### src/rtl/clock_display_pkg.sv
// Shared constants for the multiplexed 7-segment clock display.
// Segment codes are active-high with bit order {g,f,e,d,c,b,a}.
package clock_display_pkg;

  localparam logic [1:0] DIG_LS_MIN = 2'd0;
  localparam logic [1:0] DIG_MS_MIN = 2'd1;
  localparam logic [1:0] DIG_LS_HR  = 2'd2;
  localparam logic [1:0] DIG_MS_HR  = 2'd3;

  // Entry 0 is the least significant slice, so digit 9 is listed first.
  localparam logic [9:0][6:0] SEG_CODE = {
    7'h6F, 7'h7F, 7'h07, 7'h7D, 7'h6D,
    7'h66, 7'h4F, 7'h5B, 7'h06, 7'h3F
  };

  localparam logic [6:0] SEG_DASH  = 7'h40;
  localparam logic [6:0] SEG_BLANK = 7'h00;

endpackage

### src/rtl/clock_display_scan_bcd_to_seg7.sv
// Combinational BCD to active-high 7-segment decoder.
// Non-BCD values 10-15 decode to a dash so bad input stays visible.
module bcd_to_seg7
  import clock_display_pkg::*;
(
  input  logic [3:0] bcd_i,
  output logic [6:0] seg_o
);

  always_comb begin
    seg_o = SEG_DASH;
    if (bcd_i <= 4'd9) seg_o = SEG_CODE[bcd_i];
  end

endmodule

### src/rtl/clock_display_scan.sv
// Scans four hh:mm BCD digits onto a common-anode multiplexed display with a
// per-frame time snapshot and blinking colon. Optional: LEADING_ZERO_BLANK_EN.
module clock_display_scan
  import clock_display_pkg::*;
#(
  parameter int SCAN_DIV       = 50000,
  parameter int BLINK_FRAMES   = 125,
  parameter bit SEG_ACTIVE_LOW = 1'b1
) (
  input  logic       clock,
  input  logic       reset,
  input  logic       en,
  input  logic [1:0] time_ms_hr,
  input  logic [3:0] time_ls_hr,
  input  logic [2:0] time_ms_min,
  input  logic [3:0] time_ls_min,
  output logic [3:0] an,
  output logic [6:0] seg,
  output logic       dp
);

  localparam int PW = (SCAN_DIV > 1) ? $clog2(SCAN_DIV) : 1;
  localparam int FW = (BLINK_FRAMES > 1) ? $clog2(BLINK_FRAMES) : 1;
  localparam logic [PW-1:0] PRE_LAST = PW'(SCAN_DIV - 1);
  localparam logic [FW-1:0] FRM_LAST = FW'(BLINK_FRAMES - 1);
  localparam logic [3:0] AN_OFF  = SEG_ACTIVE_LOW ? 4'hF : 4'h0;
  localparam logic [6:0] SEG_OFF = SEG_ACTIVE_LOW ? 7'h7F : 7'h00;
  localparam logic       DP_OFF  = SEG_ACTIVE_LOW;

  logic [PW-1:0]      pre_q, pre_d;
  logic [1:0]         idx_q, idx_d;
  logic [FW-1:0]      frm_q, frm_d;
  logic               colon_q, colon_d;
  logic [3:0][3:0]    shadow_q, shadow_d;
  logic [3:0]         an_q, an_d;
  logic [6:0]         seg_q, seg_d;
  logic               dp_q, dp_d;
  logic               tick, frame_end;
  logic [3:0]         an_h;
  logic [6:0]         seg_h, cur_seg;
  logic               dp_h;

  bcd_to_seg7 u_dec (
    .bcd_i (shadow_q[idx_q]),
    .seg_o (cur_seg)
  );

  // Scan timing, frame snapshot and colon blink.
  always_comb begin
    tick      = (pre_q == PRE_LAST);
    frame_end = tick && (idx_q == DIG_MS_HR);
    pre_d     = tick ? '0 : pre_q + 1'b1;
    idx_d     = tick ? idx_q + 2'd1 : idx_q;
    shadow_d  = shadow_q;
    frm_d     = frm_q;
    colon_d   = colon_q;
    if (frame_end) begin
      shadow_d = {{2'b00, time_ms_hr}, time_ls_hr, {1'b0, time_ms_min}, time_ls_min};
      if (frm_q == FRM_LAST) begin
        frm_d   = '0;
        colon_d = ~colon_q;
      end else begin
        frm_d = frm_q + 1'b1;
      end
    end
  end

  // Output drive is computed active-high, then folded to the panel polarity.
  always_comb begin
    an_h  = 4'b0001 << idx_q;
    seg_h = cur_seg;
    dp_h  = (idx_q == DIG_LS_HR) && colon_q;
`ifdef LEADING_ZERO_BLANK_EN
    if ((idx_q == DIG_MS_HR) && (shadow_q[DIG_MS_HR] == 4'd0)) begin
      an_h  = 4'b0000;
      seg_h = SEG_BLANK;
    end
`endif
    if (!en) begin
      an_h  = 4'b0000;
      seg_h = SEG_BLANK;
      dp_h  = 1'b0;
    end
    an_d  = SEG_ACTIVE_LOW ? ~an_h  : an_h;
    seg_d = SEG_ACTIVE_LOW ? ~seg_h : seg_h;
    dp_d  = SEG_ACTIVE_LOW ? ~dp_h  : dp_h;
  end

  always_ff @(posedge clock or posedge reset) begin
    if (reset) begin
      pre_q    <= '0;
      idx_q    <= 2'd0;
      frm_q    <= '0;
      colon_q  <= 1'b1;
      shadow_q <= '0;
      an_q     <= AN_OFF;
      seg_q    <= SEG_OFF;
      dp_q     <= DP_OFF;
    end else begin
      pre_q    <= pre_d;
      idx_q    <= idx_d;
      frm_q    <= frm_d;
      colon_q  <= colon_d;
      shadow_q <= shadow_d;
      an_q     <= an_d;
      seg_q    <= seg_d;
      dp_q     <= dp_d;
    end
  end

  assign an  = an_q;
  assign seg = seg_q;
  assign dp  = dp_q;

endmodule

### config.mk
export PLATFORM = sky130hd
export DESIGN_NAME = clock_display_scan
export DESIGN_NICKNAME = d
export VERILOG_FILES = /design/src/rtl/clock_display_pkg.sv /design/src/rtl/clock_display_scan_bcd_to_seg7.sv /design/src/rtl/clock_display_scan.sv
export SDC_FILE = /design/constraint.sdc
export NUM_CORES = 1
export LEC_CHECK = 0
export BUFFER_PORTS_ARGS = -buffer_cell sky130_fd_sc_hd__buf_2
export CAP_MARGIN = 20
export CORE_MARGIN = 8
export CORE_UTILIZATION = 40
export DETAILED_ROUTE_END_ITERATION = 10
export PLACE_DENSITY = 0.69
export SLEW_MARGIN = 10
export SYNTH_ARGS = -nofsm -noshare
export SYNTH_HDL_FRONTEND = slang
export SYNTH_HIERARCHICAL = 1
export SYNTH_SLANG_ARGS = --single-unit
export TNS_END_PERCENT = 50
### constraint.sdc
create_clock -name clock -period 2.2 [get_ports clock]
set_clock_uncertainty 0.15 [all_clocks]
set_input_delay 0.66 -clock clock [delete_from_list [all_inputs] [get_ports clock]]
set_output_delay 0.66 -clock clock [all_outputs]
set_load 0.005 [all_outputs]
==> metrics, run 1 <==
crit-path leading delay family simple AND/OR/NAND/NOR gates; area of the die between 9000 and 10000 sq um; Initial DRC Count 72; combined buffer and inverter count along the critical path 0; number of iterations in the first detailed-routing pass 4; critical-path cell with the highest stage delay sky130_fd_sc_hd__or4_4; via density per instance 5.066; wirelength, routed 5.207 mm; number of H-tree levels 2; number of remaining DRC errors 0; P per Cell Area 570.1 nW/um^2; post-synthesis cell type count 41; initial antenna violation count 0; post-detailed-placement half-perimeter wirelength 3.594 mm; CP endpoint kind register; number of nets in the layout 301; power share of the combinational group under 10%; final estimated routing congestion in global placement ~0.79; crit start category register; sum of negative setup slack -0.1124 ns; violations in the final reports setup timing; global-route total usage across every layer between 10% and 20%; Net Sw Power 0.3989 mW; proportion of power drawn by flip-flops and latches about 55%; placement row count 29; number of max-capacitance violations reported 0; worst slack, placed -0.1107 ns; maximum vdd ir drop between 300 and 400 uV; CP required approximately 2.3 ns; count of synthesis-stage warnings from yosys 6; Post-Syn Instances 216; fraction of power spent switching nets between 20% and 30%; maximum number of pins on one net before global-route repair 52; share of power burned in the clock network 38.1%; post-synthesis register bit count slightly above 50; synthesis-to-layout area growth 23.80%; least setup slack across all paths after layout -0.02634 ns; sequential cell area fraction in the yosys report 51.55%; final worst-path cycle share 101.2%; vertical extent of the die ~95 um; gr ovfl total 0; cells along the critical path or4bb_4, or4_4, mux2_4; Critical Path Fanout Max 10; number of routed nets with antenna violations 0; combined area of all synthesized cells about 2500 sq um; measured slew at the worst slew-check pin a little under 0.5 ns; final-report setup violation count 6; setup repair after global routing missed its margin true; Mapped Avg Cell Area between 10 and 15 sq um; highest clock frequency the design can meet 449.2 MHz; Max transition margin 67.12%; floorplan die width 95.18 um; total instance count after detailed placement 338; Hold Violations, Final 0; filler-free cell count of the finished design 351; Arrival @ worst endpoint 2.28 ns; total number of vias 1778; Critical Setup Path Class register to register; Clk pin slew, worst setup/hold paths 0.09 ns; status complete, but fails checks; total inserted antenna cells 0; root cell of the clock tree sky130_fd_sc_hd__clkbuf_8; Internal Power 1.371 mW; Initial Utilization 40.41%; total clock sinks 51; routed length per instance 14.83 um; slack of the worst reg-to-reg path -0.03 ns; Fin Hold WS 0.2249 ns; num ports 28; number of pins exceeding their max-slew limit in the final report 0; leakage power figure 1.431 nW; number of fill cells ~570; minimum clock period 2.226 ns; Core ar. 6205 sq um; Max Buffers Root-to-Sink 2; path type of the worst min-delay path primary input to asynchronous set/reset pin; via count of the first global-routing pass 1780; number of I/O port buffers 27; CTS buffer count 5; global-route wire length before repair 8.569 mm; share of cells above drive strength 1 40.88%; net count of the mapped netlist 244; clock tree from TritonCTS built; insertion delay to the later sink of the worst-skew pair 0.31 ns; Largest stage delay, worst path roughly 0.67 ns
[worst register-to-register path, cell delays in order (launching register included)]
cell	delay (ns)
sky130_fd_sc_hd__dfrtp_1	0.39
sky130_fd_sc_hd__or4bb_4	0.58
sky130_fd_sc_hd__or4_4	0.68
sky130_fd_sc_hd__mux2_4	0.33
[logic make-up (layout without fill, tap and decap cells)]
| group | Yosys count | count (layout) | share of synthesized area (%) |
|---|---|---|---|
| xor+xnor | 14 | 14 | 4.890 |
| mux | 19 | 19 | 11.38 |
| flops | 51 | 51 | 51.55 |
| fa+ha+maj | 12 | 12 | 5.988 |
| buf+inv | 18 | 74 | 3.343 |
| compound gates | 29 | 29 | 7.286 |
| simple gates | 73 | 75 | 15.57 |
[through the flow]
step	area (sq um)	power, mW	util (%)
2_1_floorplan	2512	1.061	-
3_3_place_gp	2893	1.105	46.62
3_5_place_dp	2893	1.109	46.62
4_1_cts	3039	1.785	48.98
5_1_grt	3104	1.836	50.03
6_report	3104	1.770	50.03
[synth_stat cells (all sizes together)]
cell    number  share of area [%]
a21o         2               0.65
nand4        5                1.2
or4b         1               0.55
nand2b       2               0.50
nor2b        1               0.25
and2         4                1.1
or4bb        2               0.90
a21oi        7                1.4
dfrtp       38                 38
a21boi       1               0.30
mux2i        3                1.2
dfstp       13                 14
nor3         5                1.0
nor2        12                1.8
or3          1               0.25
o21ai       12                2.4
or2          1               0.25
o31ai        3               0.90
inv         12                1.8
ha          12                6.0
xnor2        8                2.8
nand3       12                2.4
o21bai       1               0.75
clkbuf       3               0.45
or4          2               0.75
o22ai        1               0.25
and3         2               0.50
nand2       20                3.0
xor2         6                2.1
nor4         2               0.75
mux2        14                8.4
mux4         2                1.8
buf          3                1.1
a32oi        1               0.35
and4         1               0.35
a211oi       1               0.30
[worst paths after layout]
check,start,cells past startpoint,to
setup / recovery,pre_q[13],3,frm_q[1]
hold / removal,reset,3,frm_q[6]
setup reg to reg,pre_q[13],3,frm_q[1]
hold reg to reg,colon_q,1,dp
max in group asynchronous,reset,3,an[3]
min in group clock,colon_q,1,dp
[per-layer routing]
layer / part of all wire [%] / up-vias / routed length [um] / global-route usage (%)
met5: 0 / - / 0 / 0
met4: 1.2 / 0 / 61 / 3.381
met3: 5.7 / 7 / 298 / 3.543
met2: 46 / 35 / 2406 / 18.76
met1: 47 / 871 / 2441 / 16.09
li1: - / 865 / - / -
[power by group through the flow]
stage	clock network [mW]	registers, mW	logic (mW)
final	0.674	0.976	0.120
after global routing	0.723	0.979	0.134
after global placement	0	0.992	0.112
after floorplan	0	0.992	0.0687
after CTS	0.693	0.976	0.115
after detailed placement	0	0.994	0.115
[repair_timing]
| action | in CTS | in global routing |
|---|---|---|
| gates cloned | 2 | 0 |
| pin swaps | 2 | 2 |
| setup endpoints to repair | 20 | 27 |
| buffers inserted | 1 | 2 |
| hold buffers | 0 | 0 |
| resized for setup | 4 | 16 |
[sequential cells by signal, indices dropped and copies added (netlist names)]
register and count:
frm_q 7, dp 1, idx_q 2, shadow_q 13
seg 7, an 4, pre_q 16, colon_q 1
[layout by cell type, fill, tap and decap left out, drive strengths merged, types with 2 or more instances in the layout]
cell type	n
mux2i	3
nand2b	2
or4	4
ha	12
mux2	14
or4bb	2
o31ai	3
clkbuf	5
nor3	5
xnor2	8
nor4	2
and2	4
nor2	12
nand3	12
a21oi	7
dfrtp	38
o21ai	12
buf	54
a21o	2
xor2	6
mux4	2
nand4	5
nand2	20
and3	2
dfstp	13
inv	13
[area by class of cell]
cell class              count  area [sq um]  share of cell area, %
flip-flops and latches     51          1294                  41.68
multi-input cells         149          1202                  38.73
repair buffers             54         350.3                  11.29
well taps                  77         96.34                  3.104
clock buffers               5         68.82                  2.217
clock inverters             3         47.55                  1.532
inverters                  12         45.04                  1.451
Power figures use the tool's default switching activity.
==> run 2: changes to the inputs <==
PLACE_DENSITY = default   (was 0.69)
==> run 2 against run 1 <==
The flow still finishes with violations (setup timing); hold slack worse by 0.057 ns; global-route usage is 0.38 points lower; final cell count is 1.4% higher; critical path depth stayed put; sequential cell count stayed put; largest power group unchanged.
==> metrics, run 2 (synthesis gave the netlist of run 1 again) <==
status complete, but fails checks; violations in the final reports setup timing; area of the die 9058 sq um (unchanged); number of max-capacitance violations reported 0 (unchanged); CTS buffer count 5 (unchanged); routed length per instance 14.50 um (-2.3%); number of nets in the layout 306 (+1.7%); path depth of the worst reg2reg path 3 (unchanged); Clk pin slew, worst setup/hold paths 0.09 ns (about the same); Hold Violations, Final 0 (unchanged); filler-free cell count of the finished design 356 (+1.4%); sum of negative setup slack -0.01443 ns (+0.09795 ns); total clock sinks 51 (unchanged); num ports 28 (unchanged); final estimated routing congestion in global placement 0.7775 (-2.2%); number of routed nets with antenna violations 0 (unchanged); total inserted antenna cells 0 (unchanged); Critical Setup Path Class register to register; crit start category register; P per Cell Area 520.2 nW/um^2 (-8.8%); post-detailed-placement half-perimeter wirelength 3.628 mm (+0.93%); largest registers in the final layout pre_q: 16 flops, shadow_q: 13 flops; synthesis-to-layout area growth 23.35%; max reg flops 16 (unchanged); number of H-tree levels 2 (unchanged); wirelength, routed 5.161 mm (-0.88%); final-report setup violation count 3 (-3); Max transition margin 74.49% (+7.4 points); initial antenna violation count 0 (unchanged); floorplan die width 95.18 um (unchanged); insertion delay to the later sink of the worst-skew pair 0.29 ns (-0.02 ns); via count of the first global-routing pass 1707 (-4.1%); least setup slack across all paths after layout -0.006425 ns (+0.01992 ns); share of cells above drive strength 1 40.50% (-0.37 points); total instance count after detailed placement 340 (+0.59%); total number of vias 1771 (-0.39%); vertical extent of the die 95.18 um (unchanged); Initial DRC Count 99 (+38%); post-layout instance area 3093 sq um (-0.36%); clock tree from TritonCTS built; Fin Hold WS 0.1684 ns (-0.05655 ns); Final Power 1.609 mW (-9.1%); hold buffer count at CTS 0 (unchanged); most common cell after layout, fill and taps aside sky130_fd_sc_hd__dfrtp_1; minimum clock period 2.206 ns (-0.01992 ns); measured slew at the worst slew-check pin 0.3813 ns (-0.1087 ns); Critical Path Fanout Max 6 (-4); highest clock frequency the design can meet 453.2 MHz (+0.90%); number of I/O port buffers 27 (unchanged); Max Buffers Root-to-Sink 2 (unchanged); global-route total usage across every layer 11.74% (-0.38 points); root cell of the clock tree sky130_fd_sc_hd__clkbuf_8; Initial Utilization 40.41% (unchanged); CP endpoint kind register; placement row count 29 (unchanged); Arrival @ worst endpoint 2.24 ns (-0.04 ns); global-route wire length before repair 8.335 mm (-2.7%); leakage power figure 1.437 nW (+0.41%); via density per instance 4.975 (-1.8%); maximum vdd ir drop 328.9 uV (-0.33%); setup repair after global routing missed its margin true; number of pins exceeding their max-slew limit in the final report 0 (unchanged); maximum number of pins on one net before global-route repair 38 (-27%); final core area utilization 49.85% (-0.18 points); number of remaining DRC errors 0 (unchanged); final worst-path cycle share 100.3% (-0.91 points); gr ovfl total 0 (unchanged); worst slack, placed -0.1230 ns (-0.01229 ns); path type of the worst min-delay path primary input to asynchronous set/reset pin; Core ar. 6205 sq um (unchanged); number of iterations in the first detailed-routing pass 4 (unchanged); CP required 2.23 ns (-0.02 ns); register containing the most flip-flops in the final layout pre_q; placed standard-cell area 2908 sq um (+0.52%); most frequent cells in the layout sky130_fd_sc_hd__dfrtp_1 (37), sky130_fd_sc_hd__buf_4 (30), sky130_fd_sc_hd__buf_2 (27), sky130_fd_sc_hd__nand2_1 (20), sky130_fd_sc_hd__mux2_4 (14)
## run 2: cell types whose count changed in the layout (fill, tap and decap cells not counted), moves of 2 or more
| cell | delta |
|---|---|
| sky130_fd_sc_hd__buf_4 | +4 |
| sky130_fd_sc_hd__clkinv_2 | +3 |
| sky130_fd_sc_hd__o31ai_1 | +2 |
| sky130_fd_sc_hd__o31ai_2 | -2 |
## run 2: worst max-delay path: stages (launching register included)
cell	delay [ns]
sky130_fd_sc_hd__dfrtp_1	0.39
sky130_fd_sc_hd__or4b_4	0.58
sky130_fd_sc_hd__or4_4	0.64
sky130_fd_sc_hd__mux2_4	0.33
## run 2: power breakdown
part	leakage [nW]	internal, mW	switching [mW]	total, mW
combinational	0.768	0.0580	0.0580	0.116
sequential	0.621	0.966	0.00938	0.976
clock	0.0477	0.218	0.299	0.517
## run 2: worst paths after layout
path | start | endpoint | slack (ns)
worst max-delay path | pre_q[7] | shadow_q[0] | -0.006
worst min-delay path | reset | shadow_q[3] | 0.17
worst max register to register | pre_q[7] | shadow_q[0] | -0.006
worst min register to register | colon_q | dp | 0.33
max in group asynchronous | reset | colon_q | 1.15
min in group clock | colon_q | dp | 0.33
## run 2: cell type report
type	instances	area [sq um]
clock buffer	5	68.82
clock inverter	3	15.01
fill	562	3112
inverter	12	45.04
multi-input combinational	150	1194
sequential	51	1294
tap	77	96.34
timing repair buffer	58	380.4
## run 2: layer usage
| metal | up-vias | share of wire [%] | global-route usage, % |
|---|---|---|---|
| li1 | 883 | - | - |
| met1 | 860 | 47 | 15.89 |
| met2 | 23 | 48 | 17.72 |
| met3 | 5 | 4.6 | 2.913 |
| met4 | 0 | 0.97 | 4.291 |
| met5 | - | 0 | 0 |
## run 2: timing repair
| action | CTS | global route |
|---|---|---|
| pin swaps | 2 | 3 |
| resized for setup | 3 | 13 |
| setup endpoints to repair | 20 | 25 |
| setup buffers | 1 | 4 |
| cloned | 2 | 1 |
